## src/rtl/bcd_to_binary_seq_if.sv

```systemverilog
// rtl/bcd_to_binary_seq_if.sv - start/done handshake bundle for the BCD-to-binary decoder
interface bcd_to_binary_seq_if #(
  parameter int DIGITS = 3,
  parameter int BIN_W  = 8
);
  logic                  start;
  logic [4*DIGITS-1:0]   bcd_in;
  logic                  busy;
  logic                  done;
  logic [BIN_W-1:0]      bin_out;
  logic                  overflow;
  logic                  invalid;

  modport master (
    output start, bcd_in,
    input  busy, done, bin_out, overflow, invalid
  );

  modport slave (
    input  start, bcd_in,
    output busy, done, bin_out, overflow, invalid
  );
endinterface

```

## src/rtl/bcd_to_binary_seq.sv

```systemverilog
// rtl/bcd_to_binary_seq.sv - sequential BCD-to-binary decoder (reverse double-dabble)
module bcd_to_binary_seq #(
  parameter int DIGITS = 3,
  parameter int BIN_W  = 8
) (
  input  logic                 mclk,
  input  logic                 reset_n,
  bcd_to_binary_seq_if.slave   bus
);
  localparam int BCD_W  = 4 * DIGITS;
  localparam int WORK_W = BCD_W + BIN_W;
  localparam int CNT_W  = $clog2(BIN_W + 1);

  typedef enum logic [1:0] {S_IDLE, S_SHIFT, S_FINISH} state_t;

  state_t              r_state;
  logic [WORK_W-1:0]   r_work;
  logic [CNT_W-1:0]    r_cnt;
  logic                r_err_inv;
  logic                r_busy;
  logic                r_done;
  logic [BIN_W-1:0]    r_bin;
  logic                r_ovf;
  logic                r_inv;

  logic [WORK_W-1:0]   w_shift;
  logic [WORK_W-1:0]   w_step;
  logic                w_bad;

  // One iteration: shift right, then pull every BCD nibble that reached 8+ back by 3.
  always_comb begin
    w_shift = r_work >> 1;
    w_step  = w_shift;
    for (int d = 0; d < DIGITS; d++) begin
      if (w_shift[BIN_W+4*d +: 4] >= 4'd8)
        w_step[BIN_W+4*d +: 4] = w_shift[BIN_W+4*d +: 4] - 4'd3;
    end
  end

  always_comb begin
    w_bad = 1'b0;
    for (int d = 0; d < DIGITS; d++) begin
      if (bus.bcd_in[4*d +: 4] > 4'd9)
        w_bad = 1'b1;
    end
  end

  always_ff @(posedge mclk or negedge reset_n) begin
    if (!reset_n) begin
      r_state   <= S_IDLE;
      r_work    <= '0;
      r_cnt     <= '0;
      r_err_inv <= 1'b0;
      r_busy    <= 1'b0;
      r_done    <= 1'b0;
      r_bin     <= '0;
      r_ovf     <= 1'b0;
      r_inv     <= 1'b0;
    end else begin
      r_done <= 1'b0;
      case (r_state)
        S_IDLE: begin
          if (bus.start) begin
            r_work    <= {bus.bcd_in, {BIN_W{1'b0}}};
            r_cnt     <= '0;
            r_err_inv <= w_bad;
            r_busy    <= 1'b1;
            r_bin     <= '0;
            r_ovf     <= 1'b0;
            r_inv     <= 1'b0;
            r_state   <= w_bad ? S_FINISH : S_SHIFT;
          end
        end
        S_SHIFT: begin
          r_work <= w_step;
          r_cnt  <= r_cnt + 1'b1;
          if (r_cnt == CNT_W'(BIN_W - 1))
            r_state <= S_FINISH;
        end
        S_FINISH: begin
          if (r_err_inv) begin
            r_bin <= '0;
            r_inv <= 1'b1;
            r_ovf <= 1'b0;
          end else if (r_work[WORK_W-1:BIN_W] != '0) begin
            // Anything left in the BCD part means the value exceeded BIN_W bits.
            r_bin <= '1;
            r_ovf <= 1'b1;
          end else begin
            r_bin <= r_work[BIN_W-1:0];
          end
          r_done  <= 1'b1;
          r_busy  <= 1'b0;
          r_state <= S_IDLE;
        end
        default: r_state <= S_IDLE;
      endcase
    end
  end

  assign bus.busy     = r_busy;
  assign bus.done     = r_done;
  assign bus.bin_out  = r_bin;
  assign bus.overflow = r_ovf;
  assign bus.invalid  = r_inv;
endmodule

```

## src/flat_wrapper.sv

```systemverilog
// flat-port wrapper written by rule: the top's interface ports become plain ports
module bcd_to_binary_seq_flat 
#(
  parameter int DIGITS = 3,
  parameter int BIN_W  = 8
)
  (mclk, reset_n, bus_start, bus_bcd_in, bus_busy, bus_done, bus_bin_out, bus_overflow, bus_invalid);
  bcd_to_binary_seq_if #(.DIGITS(DIGITS), .BIN_W(BIN_W)) bus_i ();
  input  logic mclk;
  input  logic reset_n;
  input wire logic [$bits(bus_i.start)-1:0] bus_start;
  input wire logic [$bits(bus_i.bcd_in)-1:0] bus_bcd_in;
  output wire logic [$bits(bus_i.busy)-1:0] bus_busy;
  output wire logic [$bits(bus_i.done)-1:0] bus_done;
  output wire logic [$bits(bus_i.bin_out)-1:0] bus_bin_out;
  output wire logic [$bits(bus_i.overflow)-1:0] bus_overflow;
  output wire logic [$bits(bus_i.invalid)-1:0] bus_invalid;
  assign bus_i.start = bus_start;
  assign bus_i.bcd_in = bus_bcd_in;
  assign bus_busy = bus_i.busy;
  assign bus_done = bus_i.done;
  assign bus_bin_out = bus_i.bin_out;
  assign bus_overflow = bus_i.overflow;
  assign bus_invalid = bus_i.invalid;
  bcd_to_binary_seq #(.DIGITS(DIGITS), .BIN_W(BIN_W)) u_core (.mclk(mclk), .reset_n(reset_n), .bus(bus_i));
endmodule
```

## config.mk

```make
export PLATFORM = sky130hd
export DESIGN_NAME = bcd_to_binary_seq_flat
export DESIGN_NICKNAME = d
export VERILOG_FILES = /design/src/rtl/bcd_to_binary_seq_if.sv /design/src/rtl/bcd_to_binary_seq.sv /design/src/flat_wrapper.sv
export SDC_FILE = /design/constraint.sdc
export NUM_CORES = 1
export LEC_CHECK = 0
export CAP_MARGIN = 20
export CORE_AREA = 3 3 63 65
export DETAILED_ROUTE_END_ITERATION = 16
export DIE_AREA = 0 0 66 68
export GPL_TIMING_DRIVEN = 0
export PLACE_DENSITY = 0.74
export SLEW_MARGIN = 10
export SYNTH_ARGS = -nofsm -noshare
export SYNTH_HDL_FRONTEND = slang
export SYNTH_SLANG_ARGS = --single-unit
```

## constraint.sdc

```tcl
create_clock -name mclk -period 1.6 [get_ports mclk]
set_input_delay 0.48 -clock mclk [delete_from_list [all_inputs] [get_ports mclk]]
set_output_delay 0.48 -clock mclk [all_outputs]
set_load 0.005 [all_outputs]
```

Word level (Yosys, flattened, before mapping) --
Cells that the tools add are included. Widths: inputs -> output; s select.
Storage, ports and cells: bits in registers 39, output and inout bits 12
Cells by class: add/subtract/negate cells 4, magnitude comparators 6, equal/unequal tests 7, multiplexer cells 27, reductions and logical operators 10
Operator list (number):
- $pmux 20 s2 | 1
- $mux 8 | 3
- $mux 20 | 1
- $mux 4 | 4
- $pmux 8 s2 | 1
- $gt 4x4->1 const B | 3
- $reduce_bool 12->1 | 1
- $mux 1 | 9
- $ge 4x4->1 const B | 2
- $pmux 4 s2 | 1
- $reduce_and 2->1 | 4
- $sub 4x2->4 const B | 2
- $mux 2 | 3
- $pmux 1 s2 | 3
- $reduce_and 3->1 | 2
- $add 4x1->4 const B | 1
- $eq 4x3->1 const B | 1
- $ge 3x4->1 const B | 1
- $ne 2x1->1 const B | 2
- $pmux 2 s2 | 1
- $reduce_bool 2->1 | 2
- $sub 3x2->4 const B | 1
- $ne 3x1->1 const B | 1
- $eq 2x1->1 const B | 1
- other kinds (3) | 3

Longest topological paths before layout --
Gate-level depths: netlist of run 1.
word-level depth 7, mapped depth 6, gate-level depth less buffers 6

Least setup slack after synthesis of run 1 --
No wires, ideal clock.
path kind flip-flop to flip-flop, start point register u_core.r_state[1], end point register u_core.r_cnt[1], setup time 0.121 ns, arrival 1.112 ns, slack 0.367 ns, stages on the path, launching flop included 5, buffers on the path 2, clock period less this slack 1.233 ns, cell sequence dfrtp_1 > buf_2 > or2_4 > buf_6 > a22o_1
Between the ends: word-level cells in the longest chain between the ends 3, elaborated cells between the ends (all ways) 6, classes of those cells eq/ne (2); mux (1); reduce/logical (3)
RTL lines:
- start: declaration | RTL line bcd_to_binary_seq.sv:16 | state_t r_state;
- start signal: assignment | RTL line bcd_to_binary_seq.sv:71 | r_state <= w_bad ? S_FINISH : S_SHIFT;
- $eq 2x1->1 / $logic_not 2->1 (equally long branches) | RTL line bcd_to_binary_seq.sv:61 | case (r_state)
- $reduce_bool 2->1 (no line) / $ne 2x2->1 (equally long branches)
- $reduce_and 2->1 (no line)
- end signal: assignment | RTL line bcd_to_binary_seq.sv:76 | r_cnt <= r_cnt + 1'b1;
- end: declaration | RTL line bcd_to_binary_seq.sv:18 | logic [CNT_W-1:0] r_cnt;
Parallel ways exist; a longest one is shown, timed or not. A chain may end at the register's enable or synchronous reset.

Worst setup path after layout of run 1 --
start point register u_core.r_bin[7] (netlist: u_core.bus.bin_out[7]), end point output port bus_bin_out[7]
RTL lines:
- start: declaration | RTL line bcd_to_binary_seq.sv:22 | logic [BIN_W-1:0] r_bin;
- start signal: assignment | RTL line bcd_to_binary_seq.sv:90 | r_bin <= r_work[BIN_W-1:0];
- end: declaration | RTL line flat_wrapper.sv:15 | output wire logic [$bits(bus_i.bin_out)-1:0] bus_bin_out;
No word-level cell between the ends.

==> PnR_summary.wiki, run 1 <==
{| class="wikitable"
! Metric !! Value
|-
| Status || finished clean
|-
| HPWL reported at the end of detailed placement || 2820 µm
|-
| Drt initial violations || 68
|-
| Peak ir drop on the vdd network || 1044 µV
|-
| Rel. slew slack || 70.23%
|-
| Net Switching || 1.537 mW
|-
| Proportion of layout cells with a drive suffix above 1 || between 10% and 20%
|-
| Portion of the clock cycle consumed by the worst path in the final layout || 93.29%
|-
| CTS Buf Count || 5
|-
| Category of the critical setup timing path || flop to primary output
|-
| Synthesized Nets || 197
|-
| Count of final max-slew check failures || 0
|-
| Effective utilization at floorplan || 53.12%
|-
| Maximum clock insertion buffer count || 2
|-
| Clock edge transition at the registers on the reported setup and hold paths || 110 ps
|-
| Initial antenna violation count || 0
|-
| Sum of overflow across all layers after global routing || 0
|-
| Number of violations of the max-capacitance limit || 0
|-
| Flop pwr share || approximately two fifths
|-
| Placed insts || 250
|-
| Filler Cells Inserted || 290
|-
| Most common library cell in the layout ignoring fill and taps || sky130_fd_sc_hd__dfrtp_1
|-
| Register area || ~980 µm²
|-
| Combinational share of power || 41.2%
|-
| Startpoint types || flop
|-
| Post-synthesis instance area || roughly 1800 µm²
|-
| RSZ-0062 raised after global routing || no
|-
| Via count of the first global-routing pass || 1396
|-
| Top-level port count || 27
|-
| Crit path required time || 1120 ps
|-
| Quantity of I/O buffers inserted on ports || 26
|-
| WL/cell || 14.97 µm
|-
| Yosys Warn Count || 0
|-
| Placeable core area || 3390 µm²
|-
| Clock Tree Root || sky130_fd_sc_hd__clkbuf_4
|-
| Most frequent cells in the layout || sky130_fd_sc_hd__dfrtp_1, sky130_fd_sc_hd__nand2_1, sky130_fd_sc_hd__o21ai_0
|-
| Clock skew after layout || 6.165 ps
|-
| Number of vias per cell || between 5 and 6
|-
| Remaining antenna violation count after routing || 0
|-
| Site row count || 21
|-
| Worst endpoint data arrival time || 1010 ps
|-
| Setup-violating endpoint count in the final report || 0
|-
| First-pass iteration count of the detailed router || 4
|-
| Power density over cell area || 1786 nW/µm²
|-
| Transition at the pin with the smallest max-transition slack || 446.5 ps
|-
| Delay contributed by the slowest stage of the critical path || 400 ps
|-
| Final Hold Violating Endpoints || 0
|-
| Number of antenna cells inserted || 0
|-
| Pin count of the biggest net entering global routing || 23
|-
| Kind of cell adding the most delay to the critical path || flip-flops
|-
| Horiz. Die Dim || 66 µm
|-
| Overall routing resource usage || 20.34%
|-
| GPL Wtd Cong || 0.7903
|-
| Net total in the final layout || between 200 and 250
|-
| Final critical delay including setup and external delays || between 1000 and 1500 ps
|-
| First-pass GRT wire length || 6665 µm
|-
| Worst path bufs/invs || 1
|-
| Type of the worst min-delay path || input port to asynchronous set/reset pin
|-
| Power share of the clock group || between 10% and 20%
|-
| Worst hold slack || 58.44 ps
|-
| Highest-delay cell along the critical path || sky130_fd_sc_hd__dfrtp_1
|-
| Setup crit end kind || primary output
|-
| Via total after detailed routing || around 1500
|-
| Total Die Area || approximately 4500 µm²
|-
| CTS tree || done
|-
| Syn Inst Count || 177
|-
| Crit-path cells || dlygate4sd2_1
|-
| CTS Sinks || 39
|-
| Die H || between 60 and 70 µm
|-
| Clock latency at the later pin of the worst-skew pair || 350 ps
|-
| Part of the Yosys area used for sequential elements || 54.20%
|-
| Total cell area at the placement stage || 2141 µm²
|-
| Cell internal pwr || 2.527 mW
|-
| Final Non-Filler Cells || approximately 260
|-
| Multi-input gate area || 775.7 µm²
|-
| Remaining DRCs || 0
|-
| Synth-to-layout area growth || 26.41%
|-
| Leakage power figure || roughly 1.1 nW
|-
| Sw frac || 37.81%
|-
| Largest fanout on the critical path || 2
|-
| Mapped Avg Cell Area || 10.17 µm²
|-
| Post-Route WL || 3953 µm
|-
| Max Clock Freq || 0.6699 GHz
|-
| Number of H-tree levels || 2
|-
| Number of flip-flops and latches in the synthesized netlist || 39
|-
| Count of distinct cell types in the synthesized netlist || 35
|-
| Post-route total power || 4.064 mW
|-
| Final core utilization || approximately two thirds
|-
| Cell area after layout || 2276 µm²
|}
synth_stat cells:
master,count,area [µm²]
sky130_fd_sc_hd__nor2b_1,3,18.77
sky130_fd_sc_hd__xor2_1,2,17.52
sky130_fd_sc_hd__buf_2,4,20.02
sky130_fd_sc_hd__and2b_1,2,15.01
sky130_fd_sc_hd__buf_6,1,11.26
sky130_fd_sc_hd__clkbuf_1,1,3.750
sky130_fd_sc_hd__mux2i_1,3,30.03
sky130_fd_sc_hd__nand4_1,1,6.260
sky130_fd_sc_hd__a22o_1,9,78.83
sky130_fd_sc_hd__a31oi_1,1,6.260
sky130_fd_sc_hd__o22ai_1,5,31.28
sky130_fd_sc_hd__inv_1,6,22.52
sky130_fd_sc_hd__buf_4,1,7.510
sky130_fd_sc_hd__nor2_2,1,6.260
sky130_fd_sc_hd__o221a_2,1,11.26
sky130_fd_sc_hd__nand3_1,1,5.000
sky130_fd_sc_hd__xnor2_1,2,17.52
sky130_fd_sc_hd__ha_1,5,62.56
sky130_fd_sc_hd__dfrtp_1,39,975.9
sky130_fd_sc_hd__nand2_1,22,82.58
sky130_fd_sc_hd__nand2b_1,5,31.28
sky130_fd_sc_hd__a32o_1,1,10.01
sky130_fd_sc_hd__a2bb2oi_1,1,8.760
sky130_fd_sc_hd__nor4_1,3,18.77
sky130_fd_sc_hd__o21ai_0,19,95.09
sky130_fd_sc_hd__and3_1,2,12.51
sky130_fd_sc_hd__o21bai_2,1,11.26
sky130_fd_sc_hd__o221ai_1,3,26.28
sky130_fd_sc_hd__nor3_1,1,5.000
sky130_fd_sc_hd__a22oi_1,3,22.52
sky130_fd_sc_hd__nor2_1,14,52.55
sky130_fd_sc_hd__a21o_1,1,7.510
sky130_fd_sc_hd__o21ai_1,9,45.04
sky130_fd_sc_hd__a21oi_1,3,15.01
sky130_fd_sc_hd__or2_4,1,8.760
power groups by stage:
stage | combinational, mW | sequential (mW) | clock (mW)
floorplan | 1.07 | 1.64 | 0
global placement | 1.56 | 1.68 | 0
detailed placement | 1.65 | 1.70 | 0
CTS | 1.68 | 1.68 | 0.700
global route | 1.90 | 1.75 | 0.741
finish | 1.68 | 1.70 | 0.691
cell families (layout without fill, tap and decap cells):
| kind of cell | Yosys count | count (layout) | share of synthesized area (%) |
|---|---|---|---|
| compound gates | 57 | 57 | 20.50 |
| simple gates | 56 | 56 | 14.59 |
| flops | 39 | 39 | 54.20 |
| buf+inv | 13 | 54 | 3.613 |
| fa+ha+maj | 5 | 5 | 3.475 |
| xor+xnor | 4 | 4 | 1.946 |
| mux | 3 | 3 | 1.668 |
through the flow:
step	setup WS, ps	TNS [ps]
after floorplan	367.2	0
after global placement	-799.6	-37360
after detailed placement	-359.6	-8123
after CTS	11.57	0
after global routing	1.729	0
final	107.3	0
repair_timing:
action                                  CTS  global route
endpoints found under the setup margin   21            21
resized for setup                        13             3
hold buffers                              0             0
pin swaps                                 0             0
setup buffers                             6             0
hold endpoints to repair                  0             0
metal layers:
layer | GRT usage [%] | wire (µm) | vias to the layer above | share of wire [%]
li1 | - | - | 708 | -
met1 | 24.87 | 1722 | 712 | 44
met2 | 33.54 | 1997 | 28 | 51
met3 | 4.926 | 175 | 5 | 4.4
met4 | 10.66 | 57 | 0 | 1.4
met5 | 0 | 0 | - | 0
sequential cells by signal (all words and copies together), names as in the netlist:
signal and cells:
u_core.bus.bin_out 8, u_core.r_cnt 4, u_core.bus.busy 1, u_core.bus.overflow 1, u_core.bus.invalid 1, u_core.r_state 2, u_core.r_work 20, u_core.r_err_inv 1
u_core.bus.done 1
layout make-up:
class                           instances  area share, %
Buffer                                  7          1.869
Clock buffer                            6          2.254
Clock inverter                          2          1.539
Inverter                                6         0.9896
Multi-Input combinational cell        125          34.08
Sequential cell                        39          42.88
Tap cell                               46          2.529
Timing Repair Buffer                   33          13.85
worst paths after layout:
check / slack [ps] / depth (start not counted) / start / endpoint
setup / recovery: 110 / 1 / u_core.bus.bin_out[7] / bus_bin_out[7]
hold / removal: 60 / 1 / reset_n / u_core.r_state[0]
setup reg to reg: 160 / 6 / u_core.r_state[1] / u_core.r_cnt[0]
hold reg to reg: 480 / 2 / u_core.bus.bin_out[0] / u_core.bus.bin_out[0]
max in group asynchronous: 1100 / 2 / reset_n / u_core.bus.busy
min in group mclk: 480 / 2 / u_core.bus.bin_out[0] / u_core.bus.bin_out[0]
Power figures use the tool's default switching activity.
==> inputs of run 2 (changes only) <==
Settings changed: CORE_AREA 3 3 63 65 to 2 2 62 64, DIE_AREA 0 0 66 68 to 0 0 64 66.
==> run 2 against run 1 <==
Against the previous run: register-to-register slack about the same; combinational power about the same; final cell count unchanged; setup slack better by 1.9 ps; clock skew up 4.7 ps; power down 1.3%; hold slack better by 150 ps; first-iteration DRC count up 34%; critical path depth unchanged; maximum frequency up 0.13%; largest power group unchanged.
==> PnR_summary.wiki, run 2 (synthesis results as in run 1) <==
{| class="wikitable"
! Metric !! Value
|-
| Status || finished clean
|-
| Rel. slew slack || 45.65% (-25 points)
|-
| Number of antenna cells inserted || 0 (unchanged)
|-
| Peak ir drop on the vdd network || 748.1 µV (-28%)
|-
| Remaining antenna violation count after routing || 0 (unchanged)
|-
| Total cell area at the placement stage || 2116 µm² (-1.2%)
|-
| Crit path required time || 1120 ps (about the same)
|-
| CTS Buf Count || 5 (unchanged)
|-
| Top routing layer in use || met4
|-
| Via total after detailed routing || 1456 (+0.21%)
|-
| Sum of overflow across all layers after global routing || 0 (unchanged)
|-
| Final critical delay including setup and external delays || 1491 ps (-1.922 ps)
|-
| CTS Sinks || 39 (unchanged)
|-
| Clock Tree Root || sky130_fd_sc_hd__clkbuf_4
|-
| Most flop-heavy register || u_core.r_work
|-
| Site row count || 22 (+4.8%)
|-
| Highest-delay cell along the critical path || sky130_fd_sc_hd__dfrtp_1
|-
| Final Hold Violating Endpoints || 0 (unchanged)
|-
| Number of H-tree levels || 2 (unchanged)
|-
| Maximum clock insertion buffer count || 2 (unchanged)
|-
| Transition at the pin with the smallest max-transition slack || 815.3 ps (+368.7 ps)
|-
| Worst endpoint data arrival time || 1010 ps (about the same)
|-
| Worst path bufs/invs || 1 (unchanged)
|-
| Via count of the first global-routing pass || 1407 (+0.79%)
|-
| Max reg flops || 20 (unchanged)
|-
| Effective utilization at floorplan || 50.70% (-2.4 points)
|-
| Startpoint types || flop
|-
| Pin count of the biggest net entering global routing || 40 (+74%)
|-
| M1 WL || 1654 µm (-3.9%)
|-
| Count of final max-slew check failures || 0 (unchanged)
|-
| Quantity of I/O buffers inserted on ports || 26 (unchanged)
|-
| Remaining DRCs || 0 (unchanged)
|-
| Routed length on met2 || 1744 µm (-13%)
|-
| Setup WS post-layout || 109.2 ps (+1.922 ps)
|-
| Type of the worst min-delay path || input port to asynchronous set/reset pin
|-
| Clock edge transition at the registers on the reported setup and hold paths || 120 ps (about the same)
|-
| Number of violations of the max-capacitance limit || 0 (unchanged)
|-
| Synth-to-layout area growth || 24.81%
|-
| Proportion of layout cells with a drive suffix above 1 || 12.04% (-0.81 points)
|-
| Total Die Area || 4224 µm² (-5.9%)
|-
| Final core utilization || 63.28% (-3.9 points)
|-
| Overall routing resource usage || 19.92% (-0.42 points)
|-
| Placeable core area || 3551 µm² (+4.8%)
|-
| Worst-case register-to-register setup slack || 160 ps (about the same)
|-
| Die H || 66 µm (-2.9%)
|-
| Setup-violating endpoint count in the final report || 0 (unchanged)
|-
| Kind of cell adding the most delay to the critical path || flip-flops
|-
| Hold buffers post-CTS || 0 (unchanged)
|-
| Category of the critical setup timing path || flop to primary output
|-
| WL/cell || 13.79 µm (-7.9%)
|-
| Top-level port count || 27 (unchanged)
|-
| Cell area after layout || 2247 µm² (-1.3%)
|-
| Pre-CTS setup slack || -324.7 ps (+34.89 ps)
|-
| CTS tree || done
|-
| Horiz. Die Dim || 64 µm (-3.0%)
|-
| Net total in the final layout || 235 (-0.84%)
|-
| Largest fanout on the critical path || 2 (unchanged)
|-
| Clock skew after layout || 10.89 ps (+4.728 ps)
|-
| Number of vias per cell || 5.515 (+0.21%)
|-
| Delay contributed by the slowest stage of the critical path || 400 ps (about the same)
|-
| Most common library cell in the layout ignoring fill and taps || sky130_fd_sc_hd__dfrtp_1
|-
| Clock latency at the later pin of the worst-skew pair || 350 ps (about the same)
|-
| Drt initial violations || 91 (+34%)
|-
| Most frequent cells in the layout || sky130_fd_sc_hd__dfrtp_1, sky130_fd_sc_hd__nand2_1, sky130_fd_sc_hd__o21ai_0
|-
| HPWL reported at the end of detailed placement || 2611 µm (-7.4%)
|-
| Met3 Routed Length || 188 µm (+7.4%)
|-
| Worst hold slack || 212.8 ps (+154.4 ps)
|-
| First-pass iteration count of the detailed router || 4 (unchanged)
|-
| Max Clock Freq || 0.6708 GHz (+0.13%)
|-
| RSZ-0062 raised after global routing || no
|-
| Leakage power figure || 1.089 nW (-1.8%)
|-
| Power density over cell area || 1785 nW/µm² (about the same)
|-
| Portion of the clock cycle consumed by the worst path in the final layout || 93.17% (-0.12 points)
|-
| Post-Route WL || 3640 µm (-7.9%)
|-
| GPL Wtd Cong || 0.7531 (-4.7%)
|-
| Setup crit end kind || primary output
|-
| First-pass GRT wire length || 6417 µm (-3.7%)
|-
| Crit-path cells || dlygate4sd2_1
|-
| Post-route total power || 4.012 mW (-1.3%)
|-
| Initial antenna violation count || 0 (unchanged)
|}
## run 2: cell count changes in the layout (fill, tap and decap cells not counted), sizes merged
cell / previous run / this run
buf: 14 / 12
clkbuf: 7 / 6
clkinv: 1 / 2
## run 2: final cells by class
class | instances | area (µm²)
flip-flops and latches | 39 | 975.9
clock buffers | 5 | 37.54
fillers | 298 | 1304
multi-input cells | 125 | 784.5
plain buffers | 7 | 42.54
inverters | 6 | 22.52
repair buffers | 31 | 280.3
well taps | 48 | 60.06
clock inverters | 3 | 43.79
## run 2: worst paths after layout
kind	startpoint	end	depth (start not counted)
max in group asynchronous	reset_n	u_core.r_cnt[1]	1
setup reg to reg	u_core.r_work[9]	u_core.r_work[9]	6
hold reg to reg	u_core.bus.bin_out[4]	u_core.bus.bin_out[4]	2
setup / recovery	u_core.bus.bin_out[0]	bus_bin_out[0]	1
hold / removal	reset_n	u_core.bus.bin_out[1]	1
min in group mclk	u_core.bus.bin_out[4]	u_core.bus.bin_out[4]	2
## run 2: power by group
| part | total (mW) | internal (mW) | switching (mW) |
|---|---|---|---|
| logic | 1.66 | 0.806 | 0.853 |
| registers | 1.70 | 1.35 | 0.352 |
| clock network | 0.656 | 0.329 | 0.328 |
## run 2: metal layers
metal  track usage [%]  vias up
li1                  -      710
met1             26.30      695
met2             31.77       44
met3             5.451        7
met4             6.522        0
met5                 0        -
## run 2: stage by stage
step           setup TNS (ps)  std cells
6_report                    0        264
5_1_grt                     0        264
2_1_floorplan               0        177
3_3_place_gp           -36460        251
4_1_cts                     0        264
3_5_place_dp            -7063        251
## run 2: repair_timing
action	CTS	global route
pin swaps	0	0
gates resized for setup	13	4
buffers inserted	5	0
setup endpoints to repair	15	12
gates cloned	0	0
==> inputs of run 3 (changes only) <==
Settings changed: CORE_AREA 2 2 62 64 to 2 2 65 67, DIE_AREA 0 0 64 66 to 0 0 67 69, PLACE_DENSITY 0.74 to 0.7.
Clock period 1.6 ns to 1.2 ns, I/O delays scaled along.
==> run 3 against run 2 <==
Against the previous run: the run now ends with negative setup slack left; sequential cell count stayed put; clock power increased by 74%; global-route usage increased by 1.3 points; hold slack improved by 230 ps; critical endpoint is now u_core.bus.bin_out[2]; largest cell class is now multi-input gates.
==> PnR_summary.wiki, run 3 (synthesis results as in run 1) <==
{| class="wikitable"
! Metric !! Value
|-
| Largest fanout on the critical path || 8 (+6)
|-
| Crit-path cells || nor4_4, nand3_4, nor2_1, o21ai_1
|-
| Met3 Routed Length || 286 µm (+52%)
|-
| HPWL reported at the end of detailed placement || 2839 µm (+8.8%)
|-
| Site row count || 23 (+4.5%)
|-
| Crit path required time || 1380 ps (+260 ps)
|-
| Routed length on met2 || 2705 µm (+55%)
|-
| Pin count of the biggest net entering global routing || 26 (-35%)
|-
| Post-route total power || 7.326 mW (+83%)
|-
| Leakage power figure || 1.297 nW (+19%)
|-
| Violations in the final reports || negative setup slack
|-
| First-pass GRT wire length || 7445 µm (+16%)
|-
| Proportion of layout cells with a drive suffix above 1 || 45.34% (+33 points)
|-
| Power share of the clock group || 15.5% (-0.9 points)
|-
| Number of antenna cells inserted || 0 (unchanged)
|-
| Setup crit end kind || flop
|-
| Top routing layer in use || met4
|-
| Rel. slew slack || 73.17% (+28 points)
|-
| Placeable core area || 3914 µm² (+10%)
|-
| Final critical delay including setup and external delays || 1342 ps
|-
| Setup-violating endpoint count in the final report || 33 (+33)
|-
| Peak ir drop on the vdd network || 1631 µV (+120%)
|-
| Number of vias per cell || 5.593 (+1.4%)
|-
| Portion of the clock cycle consumed by the worst path in the final layout || 111.9%
|-
| Synth-to-layout area growth || 53.37%
|-
| Worst path bufs/invs || 0 (-1)
|-
| CTS tree || done
|-
| Initial antenna violation count || 0 (unchanged)
|-
| RSZ-0062 raised after global routing || yes
|-
| Effective utilization at floorplan || 46.00% (-4.7 points)
|-
| Clock latency at the later pin of the worst-skew pair || 300 ps (-50 ps)
|-
| CTS Sinks || 39 (unchanged)
|-
| Delay contributed by the slowest stage of the critical path || 450 ps (+50 ps)
|-
| Flop pwr share || 33.5% (-8.8 points)
|-
| Count of final max-slew check failures || 0 (unchanged)
|-
| Filler Cells Inserted || 274 (-8.1%)
|-
| Horiz. Die Dim || 67 µm (+4.7%)
|-
| Cell internal pwr || 4.498 mW (+81%)
|-
| Most flop-heavy register || u_core.r_work
|-
| GPL Wtd Cong || 0.7977 (+5.9%)
|-
| Most common library cell in the layout ignoring fill and taps || sky130_fd_sc_hd__dfrtp_1
|-
| Final Non-Filler Cells || 297 (+13%)
|-
| Sw frac || 38.60% (+0.42 points)
|-
| Total Die Area || 4623 µm² (+9.4%)
|-
| Setup WS post-layout || -142.4 ps (-251.6 ps)
|-
| CTS Buf Count || 5 (unchanged)
|-
| Status || finished with violations
|-
| Sum of overflow across all layers after global routing || 0 (unchanged)
|-
| Worst endpoint data arrival time || 1520 ps (+510 ps)
|-
| Highest-delay cell along the critical path || sky130_fd_sc_hd__dfrtp_2
|-
| Via total after detailed routing || 1661 (+14%)
|-
| Maximum clock insertion buffer count || 2 (unchanged)
|-
| Transition at the pin with the smallest max-transition slack || 402.4 ps (-412.9 ps)
|-
| Overall routing resource usage || 21.19% (+1.3 points)
|-
| Clock Tree Root || sky130_fd_sc_hd__clkbuf_8
|-
| Number of violations of the max-capacitance limit || 0 (unchanged)
|-
| TNS Setup || -2937 ps (-2937 ps)
|-
| Die H || 69 µm (+4.5%)
|-
| Category of the critical setup timing path || flop to flop
|-
| Pre-CTS setup slack || -633.1 ps (-308.4 ps)
|-
| Remaining DRCs || 0 (unchanged)
|-
| Post-Route WL || 5266 µm (+45%)
|-
| Startpoint types || flop
|-
| Final Hold Violating Endpoints || 0 (unchanged)
|-
| Quantity of I/O buffers inserted on ports || 26 (unchanged)
|-
| Net Switching || 2.827 mW (+85%)
|-
| Power density over cell area || 2653 nW/µm² (+49%)
|-
| Type of the worst min-delay path || input port to flop
|-
| Placed insts || 254 (+1.2%)
|-
| First-pass iteration count of the detailed router || 4 (unchanged)
|-
| Max reg flops || 20 (unchanged)
|-
| Remaining antenna violation count after routing || 0 (unchanged)
|-
| Drt initial violations || 62 (-32%)
|-
| Combinational share of power || 51.0% (+9.7 points)
|-
| WL/cell || 17.73 µm (+29%)
|-
| Top-level port count || 27 (unchanged)
|-
| Kind of cell adding the most delay to the critical path || simple AND/OR/NAND/NOR gates
|-
| Number of H-tree levels || 2 (unchanged)
|-
| Max Clock Freq || 0.7449 GHz
|-
| Via count of the first global-routing pass || 1591 (+13%)
|-
| Clock edge transition at the registers on the reported setup and hold paths || 70 ps (-50 ps)
|-
| Clock skew after layout || 2.986 ps (-7.907 ps)
|-
| Most frequent cells in the layout || sky130_fd_sc_hd__dfrtp_1, sky130_fd_sc_hd__buf_4, sky130_fd_sc_hd__nand2_1
|-
| Worst hold slack || 438.5 ps (+225.7 ps)
|-
| Net total in the final layout || 266 (+13%)
|-
| M1 WL || 2125 µm (+28%)
|}
run 3: power groups by stage:
stage                     logic [mW]  registers, mW  clock network [mW]
final                           3.73           2.46                1.14
after global routing            4.02           2.51                1.21
after CTS                       2.72           2.32                1.14
after detailed placement        2.21           2.28                   0
after global placement          2.09           2.25                   0
after floorplan                 1.44           2.19                   0
run 3: stage by stage:
stage | utilization (%) | cell area (µm²)
finish | 70.56 | 2761
floorplan | - | 1809
global route | 70.56 | 2761
detailed placement | 54.86 | 2147
CTS | 62.60 | 2450
global placement | 54.48 | 2132
run 3: cell type report:
| type | count | area (µm²) | area share (%) |
|---|---|---|---|
| multi-input combinational | 126 | 998.5 | 36.16 |
| sequential | 39 | 985.9 | 35.70 |
| timing repair buffer | 62 | 513.0 | 18.58 |
| clock buffer | 6 | 82.58 | 2.990 |
| tap | 50 | 62.56 | 2.266 |
| buffer | 6 | 61.31 | 2.220 |
| clock inverter | 2 | 35.03 | 1.269 |
| inverter | 6 | 22.52 | 0.8156 |
run 3: worst register-to-register path, stage by stage (launching register included):
cell and delay, ps:
sky130_fd_sc_hd__dfrtp_2 450, sky130_fd_sc_hd__nor4_4 370, sky130_fd_sc_hd__nand3_4 180, sky130_fd_sc_hd__nor2_1 150, sky130_fd_sc_hd__o21ai_1 70
run 3: per-layer routing:
layer / track usage [%] / up-vias
li1: - / 773
met1: 26.24 / 817
met2: 35.75 / 56
met3: 4.568 / 15
met4: 7.483 / 0
met5: 0 / -
run 3: timing repair:
| action | CTS | global route |
|---|---|---|
| hold buffers | 1 | 0 |
| endpoints found under the hold margin | 14 | 0 |
| pin swaps | 22 | 20 |
| setup buffers | 14 | 17 |
| endpoints found under the setup margin | 49 | 37 |
| resized for setup | 87 | 41 |
| gates cloned | 2 | 2 |
run 3: final timing paths:
| kind | slack [ps] | cells past startpoint | from | endpoint |
|---|---|---|---|---|
| min | 440 | 3 | bus_bcd_in[7] | u_core.r_work[15] |
| min in group asynchronous | 500 | 2 | reset_n | u_core.bus.overflow |
| min reg2reg | 480 | 2 | u_core.bus.bin_out[1] | u_core.bus.bin_out[1] |
| max in group asynchronous | 250 | 3 | reset_n | u_core.r_work[12] |
| max reg2reg | -140 | 4 | u_core.r_work[10] | u_core.bus.bin_out[2] |
| max | -140 | 4 | u_core.r_work[10] | u_core.bus.bin_out[2] |
